--- config.mk ---
export PLATFORM = sky130hd
export DESIGN_NAME = sha256_msg_scheduler
export DESIGN_NICKNAME = d
export VERILOG_FILES = /design/src/rtl/sha256_msg_scheduler.sv
export SDC_FILE = /design/constraint.sdc
export NUM_CORES = 2
export LEC_CHECK = 0
export ABC_AREA = 1
export BUFFER_PORTS_ARGS = -buffer_cell sky130_fd_sc_hd__buf_4
export CORE_MARGIN = 5
export CORE_UTILIZATION = 61
export CTS_CLUSTER_SIZE = 12
export DETAILED_ROUTE_END_ITERATION = 8
export PLACE_DENSITY = 0.78
export SYNTH_ARGS = -nofsm -noshare
export SYNTH_HDL_FRONTEND = slang
export SYNTH_SLANG_ARGS = --single-unit
--- constraint.sdc ---
create_clock -name clk -period 20.2 [get_ports clk]
set_input_delay 2.02 -clock clk [delete_from_list [all_inputs] [get_ports clk]]
set_output_delay 2.02 -clock clk [all_outputs]
set_load 0.01 [all_outputs]
--- src/rtl/sha256_msg_scheduler.sv ---
// rtl/sha256_msg_scheduler.sv - SHA-256 message schedule: 16-word sliding window, one shared adder,
// W[t+16] built over three STN-paced cycles and handed straight to the round engine.
`timescale 1ns/1ps
module sha256_msg_scheduler #(
  parameter int WORD_W       = 32,
  parameter int NUM_ROUNDS   = 64,
  parameter int EXPAND_LIMIT = 48
) (
  input  logic              clk,
  input  logic              rst,
  input  logic              load_en,
  input  logic [3:0]        load_addr,
  input  logic [WORD_W-1:0] load_data,
  input  logic              start,
  input  logic              stn,
  output logic [WORD_W-1:0] wt_out,
  output logic [5:0]        round_idx,
  output logic              busy,
  output logic              sched_done,
  output logic              overrun
);

  localparam logic [5:0] LAST_ROUND = 6'(NUM_ROUNDS - 1);
  localparam logic [5:0] EXP_LIM    = 6'(EXPAND_LIMIT);

  typedef enum logic [2:0] {IDLE, READY, ADD0, ADD1, ADD2, DONE} state_t;

  state_t            state, next_state;
  logic [WORD_W-1:0] window [16];
  logic [WORD_W-1:0] acc;
  logic              stn_q;
  logic              stn_fall;
  logic              load_ok, clear_round, shift, acc_we, set_ovr;
  logic [WORD_W-1:0] add_a, add_b, add_sum;

  function automatic logic [WORD_W-1:0] sig0(input logic [WORD_W-1:0] x);
    return {x[6:0], x[31:7]} ^ {x[17:0], x[31:18]} ^ (x >> 3);
  endfunction

  function automatic logic [WORD_W-1:0] sig1(input logic [WORD_W-1:0] x);
    return {x[16:0], x[31:17]} ^ {x[18:0], x[31:19]} ^ (x >> 10);
  endfunction

  assign stn_fall = stn_q & ~stn;

  always_ff @(posedge clk or posedge rst) begin
    if (rst) state <= IDLE;
    else     state <= next_state;
  end

  always_comb begin
    next_state  = state;
    load_ok     = 1'b0;
    clear_round = 1'b0;
    shift       = 1'b0;
    acc_we      = 1'b0;
    set_ovr     = 1'b0;
    case (state)
      IDLE, DONE: begin
        load_ok = 1'b1;
        if (start) begin
          next_state  = READY;
          clear_round = 1'b1;
        end
      end
      READY: begin
        if (stn_fall) next_state = (round_idx == LAST_ROUND) ? DONE : ADD0;
      end
      ADD0: begin
        acc_we     = 1'b1;
        set_ovr    = stn_fall;
        next_state = ADD1;
      end
      ADD1: begin
        acc_we     = 1'b1;
        set_ovr    = stn_fall;
        next_state = ADD2;
      end
      ADD2: begin
        shift      = 1'b1;
        set_ovr    = stn_fall;
        next_state = READY;
      end
      default: next_state = IDLE;
    endcase
  end

  // The single adder: sigma1(W[t+14])+W[t+9], then +sigma0(W[t+1]), then +W[t].
  always_comb begin
    add_a = acc;
    add_b = window[0];
    case (state)
      ADD0: begin
        add_a = sig1(window[14]);
        add_b = window[9];
      end
      ADD1: add_b = sig0(window[1]);
      default: ;
    endcase
  end

  assign add_sum = add_a + add_b;

  always_ff @(posedge clk or posedge rst) begin
    if (rst) begin
      for (int i = 0; i < 16; i++) window[i] <= '0;
      acc       <= '0;
      stn_q     <= 1'b0;
      round_idx <= '0;
      overrun   <= 1'b0;
    end else begin
      stn_q <= stn;
      if (acc_we) acc <= add_sum;
      if (load_ok && load_en) window[load_addr] <= load_data;
      if (shift) begin
        for (int i = 0; i < 15; i++) window[i] <= window[i+1];
        // Words past W63 are never consumed, so the tail is zero-filled.
        window[15] <= (round_idx < EXP_LIM) ? add_sum : '0;
        round_idx  <= round_idx + 6'd1;
      end
      if (clear_round) begin
        round_idx <= '0;
        overrun   <= 1'b0;
      end else if (set_ovr) begin
        overrun <= 1'b1;
      end
    end
  end

  assign wt_out     = window[0];
  assign busy       = (state == ADD0) || (state == ADD1) || (state == ADD2);
  assign sched_done = (state == DONE);

endmodule

# Word level (Yosys, flattened, before mapping)
# Cells that the tools add are included.
# classes
n_addsub	2
magnitude_cmp	3
eq_ne	8
n_mux	22
n_bitwise	7
reduce_logical	12
# op_table
operator	n
512-bit 2-to-1 mux	2
512-bit bitwise mux	1
32-bit demux with 4-bit select	1
32-bit 2-to-1 mux	3
32-bit case mux with 2 select lines	1
32-bit bitwise XOR	2
32-bit adder	1
32-bit by 22-bit bitwise XOR with 32-bit output	1
32-bit by 29-bit bitwise XOR with 32-bit output	1
3-bit case mux with 5 select lines	1
6-bit 2-to-1 mux	2
3-bit 2-to-1 mux	3
1-bit 2-to-1 mux	8
6-bit by 1-bit adder with 6-bit output, second input constant	1
3-bit by 2-bit equality test with 1-bit output, second input constant	2
3-bit equality test, second input constant	2
6-bit equality test, second input constant	1
6-bit less-than comparator, second input constant	1
2-bit nonzero test	3
5-bit greater-or-equal comparator, second input constant	1
5-bit by 1-bit less-than comparator with 1-bit output, second input constant	1
4-bit inverter with 5-bit output	1
2-bit != test, second input constant	2
2-bit OR reduction	2
8 further kinds	10
# totals
regBits	555
input_bits	41
out_inout_bits	41
elab_cells	75

# Logic depth before layout (Yosys ltp)
# depth
ltp_word	8
depth_mapped	20
mapped_depth_nobuf	20

# Worst setup path after synthesis
# No wires, ideal clock.
# synth_timing
path_kind	input to register
start	in load_addr[1]
end	reg window[100] (netlist bit)
setup_ns	0.129
arrival_ns	3.192
required_ns	20.071
setup_slack_ns	16.878
cell_stages	7
n_path_buf	1
cell_sequence	nor2_1 > inv_1 > nor2_1 > o21ai_4 > buf_2 > a22oi_1 > o31ai_1
# synth_between
elab_chain_len	8
word_cells_on_any_way	9
cone_classes	2 x order compare; 5 x mux; 1 x bitwise; 1 x reduce/logical
# synth_rtl
item	line_no	source
from (decl)	12	input logic [3:0] load_addr,
4-bit inverter with 5-bit output (implied by the code) (*)	114	if (load_ok && load_en) window[load_addr] <= load_data;
5-bit greater-or-equal comparator (implied by the code) / 5-bit by 1-bit less-than comparator with 1-bit output (equally long branches)	114	
1-bit logical AND (implied by the code)	114	
32-bit 2-to-1 mux (implied by the code)	114	
32-bit demux with 4-bit select (*)	114	
512-bit bitwise mux (*)	114	
512-bit 2-to-1 mux (*)	114	
512-bit 2-to-1 mux (*)	115	if (shift) begin
to (signal, indexed assignment)	114	
to (decl)	29	logic [WORD_W-1:0] window [16];
# Mark *: on every way between the ends. The rest lies on a longest branch, timed or not. The select of a mux whose other input is x is not followed.
# A chain may end at the register's enable or synchronous reset.

==> impl_metrics.yaml <==
status:
  result_of_the_run: "completed"
cts:
  clk_pin_slew_ps: 60
  h-tree-depth: 2
  clock_latency_of_the_later_clocked_register_in_the_worst_skew_pair_ps: 650
  cts.sink_count: 555
  cts-buffers-inserted: 57
  tritoncts_clock_tree: "yes"
  cts.root.buffer_cell: "clkbuf_16"
  postCtsHoldBufs: 0
  cts_buffer_depth: 3
  post_cts_buffers: 0
  post_cts.resized_instances: 0
floorplanning:
  die-area_um2: 50900
  rows: 79
  floorplan_core_area_um2: 46300
  boundaryPins: 82
  die_height_um: 226
  dieWidth_um: 226
  floorplan.initialDensity: 0.614
logic_synthesis:
  synthesis.area_um2: 28400
  synth_warnings: 0
  async_reset_ff_frac: 1.00
  netlist_instances: 3342
  ys_seq_elements: 555
  yosysSeqAreaShare: 0.489
  syn_avg_cell_area_um2: 8.49
  synth_flop_cell: "dfrtp_1"
  count_of_flip_flops_with_a_built_in_enable_after_synthesis: 0
  synth.net_count: 3416
  netlist-cell-type-count: 41
sta:
  setup_viol: 0
  timing.slew.headroom: 0.0810
  min_period_over_period: 0.227
  drv_slew: 0
  rsz0062_at_grt: "false"
  timing_worst_slew_pin_value_ps: 1360
  max_clock_freq_mhz: 218
  final.setup.tns_ps: 0
  finalHoldViolCount: 0
  fin_worst_skew_ps: 63.8
  post-route-min-period_ps: 4580
finish:
  area_of_the_multi_input_gates_um2: 12000
  seqCellArea_um2: 13900
  post_route_cells_drive_above_1_share: 0.0784
  flow.area_growth_from_synthesis_pct: 7.99
  finalNetCount: 3347
  fin_cells: 3911
  nFillCells: 3860
drt:
  detailroute.via_count: 25100
  routed-wl-met2_um: 40400
  route.antenna.remaining_nets: 0
  wire_per_inst_um: 24.5
  top_signal_layer_used: "met5"
  drc: 0
  wl_met3_um: 12400
  detail_route.first_pass.iterations: 6
  via_per_inst: 6.43
  dr.first_iter.drc_count: 3300
  detail_route.wirelength.met1_um: 38600
  drt_wl_total_um: 95600
global_routing:
  grt_remaining_overflow: 0
  wire_length_of_the_first_global_routing_pass_um: 146000
  antenna_found_initial: 3
  grt_util_all_layers: 0.375
  largest_net_degree_at_the_start_of_global_routing: 128
  first_global_vias: 23600
worst_hold_path:
  hp-class: "flop to flop"
  worstHoldPathCells: 2
place:
  place_congestion: 0.995
  io_buffer_count: 81
  dp_hpwl_um: 66500
  numPlacedInstances: 3821
worst_setup_path:
  cp_max_fo: 115
  critical_path_arrival_ps: 5230
  worstRegToRegCells: 13
  required_ps: 20850
  crit_path_end_kind: "async pin"
  worstSetupPathType: "primary input to async pin"
  timing.critical_path.from_type: "primary input"
power:
  vdd_ir_drop_max_mv: 0.161
  cellLeakagePower_uw: 0.0138
  power_density_nw_per_um2: 174
run:
  drv.max_cap_violation_count: 0
-- flip-flops by register name, summed over array words and instances, names as in the netlist --
register   cells
wt_out        32
acc           32
state          3
window       480
overrun        1
round_idx      6
stn_q          1
-- per-stage QoR --
stage / utilization / hold WS [ps] / power, uW / cell area [um^2] / worst slack [ps]
after global routing: 0.662 / 483 / 5650 / 30600 / 15000
final: 0.663 / 471 / 5330 / 30600 / 15620
after floorplan: - / 444 / 3450 / 28400 / 2660
after detailed placement: 0.625 / 464 / 4230 / 28900 / 14800
after global placement: 0.625 / 460 / 4160 / 28900 / 14850
after CTS: 0.662 / 478 / 5250 / 30600 / 15470
-- cell usage in the layout (no fill, tap or decap), drive strengths merged --
cell	count
nand2	763
dfrtp	555
inv	346
o21ai	291
a22oi	268
nor2	226
buf	120
a31oi	118
nand3	94
o221ai	94
a21oi	76
clkbuf	76
xnor2	64
xor2	38
ha	32
or2	29
o31ai	28
o211ai	21
a32oi	14
clkinv	11
o22ai	9
nor3	7
o21a	6
o21bai	3
nand3b	3
nand4	3
diode	2
bufinv	2
a21o	1
a221oi	1
nor4	1
fa	1
clkinvlp	1
-- cell type report --
type / count / share of cell area
Antenna cell: 2 / 0.000163
Clock buffer: 76 / 0.0518
Clock inverter: 12 / 0.00523
Inverter: 348 / 0.0431
Multi-Input combinational cell: 2191 / 0.392
Sequential cell: 555 / 0.453
Tap cell: 607 / 0.0248
Timing Repair Buffer: 120 / 0.0294
-- synthesized netlist by cell type, types with 10 or more instances --
cell type	instances	area share
buf_2	99	0.017
a31oi_1	118	0.026
ha_1	32	0.014
nand3_1	94	0.017
nor2_1	225	0.030
a32oi_1	14	0.0043
o21ai_1	18	0.0032
o21ai_2	10	0.0031
xnor2_1	64	0.020
buf_4	37	0.0098
o221ai_1	94	0.029
a21oi_1	76	0.013
xor2_1	38	0.012
o211ai_1	21	0.0056
dfrtp_1	555	0.49
a22oi_1	268	0.071
o21ai_0	259	0.046
nand2_1	758	0.10
or2_2	29	0.0064
inv_1	341	0.045
o31ai_1	26	0.0069
clkbuf_1	102	0.013
-- kinds of logic after synthesis --
| family | after synthesis | synth area share |
|---|---|---|
| AND/OR/NAND/NOR | 1126 | 0.158 |
| AO/OA/AOI/OAI | 930 | 0.217 |
| buffers and inverters | 596 | 0.0899 |
| flip-flops | 555 | 0.489 |
| XOR/XNOR | 102 | 0.0315 |
| adder cells (fa/ha/maj) | 33 | 0.0148 |
-- worst max-delay path, stage by stage --
cell and delay, ps:
buf_4 130, inv_8 530, buf_4 730, buf_4 840, buf_4 830
-- metal layers --
| layer | GRT usage | up-vias |
|---|---|---|
| met5 | 0 | - |
| met4 | 0.143 | 4 |
| met3 | 0.115 | 234 |
| met2 | 0.535 | 1450 |
| met1 | 0.543 | 12300 |
| li1 | - | 11200 |
-- final timing paths --
check,from,endpoint,slack (ps)
max,rst,window[310]$_DFFE_PP0P_,15620
min,acc[30]$_DFFE_PP0N_,acc[30]$_DFFE_PP0N_,470
max reg2reg,state[2]$_DFFE_PP0P_,window[12]$_DFFE_PP0P_,15670
min reg2reg,acc[30]$_DFFE_PP0N_,acc[30]$_DFFE_PP0N_,470
max in group clk,state[2]$_DFFE_PP0P_,window[12]$_DFFE_PP0P_,15670
min in group asynchronous,rst,window[292]$_DFFE_PP0P_,1510
-- power breakdown --
part	total [uW]	switching [uW]	leakage, uW	internal, uW
logic	2350	1580	0.00645	771
registers	1960	379	0.00649	1580
clock network	1020	446	0.000853	572
Note: power is estimated with default switching activity, not from simulation.
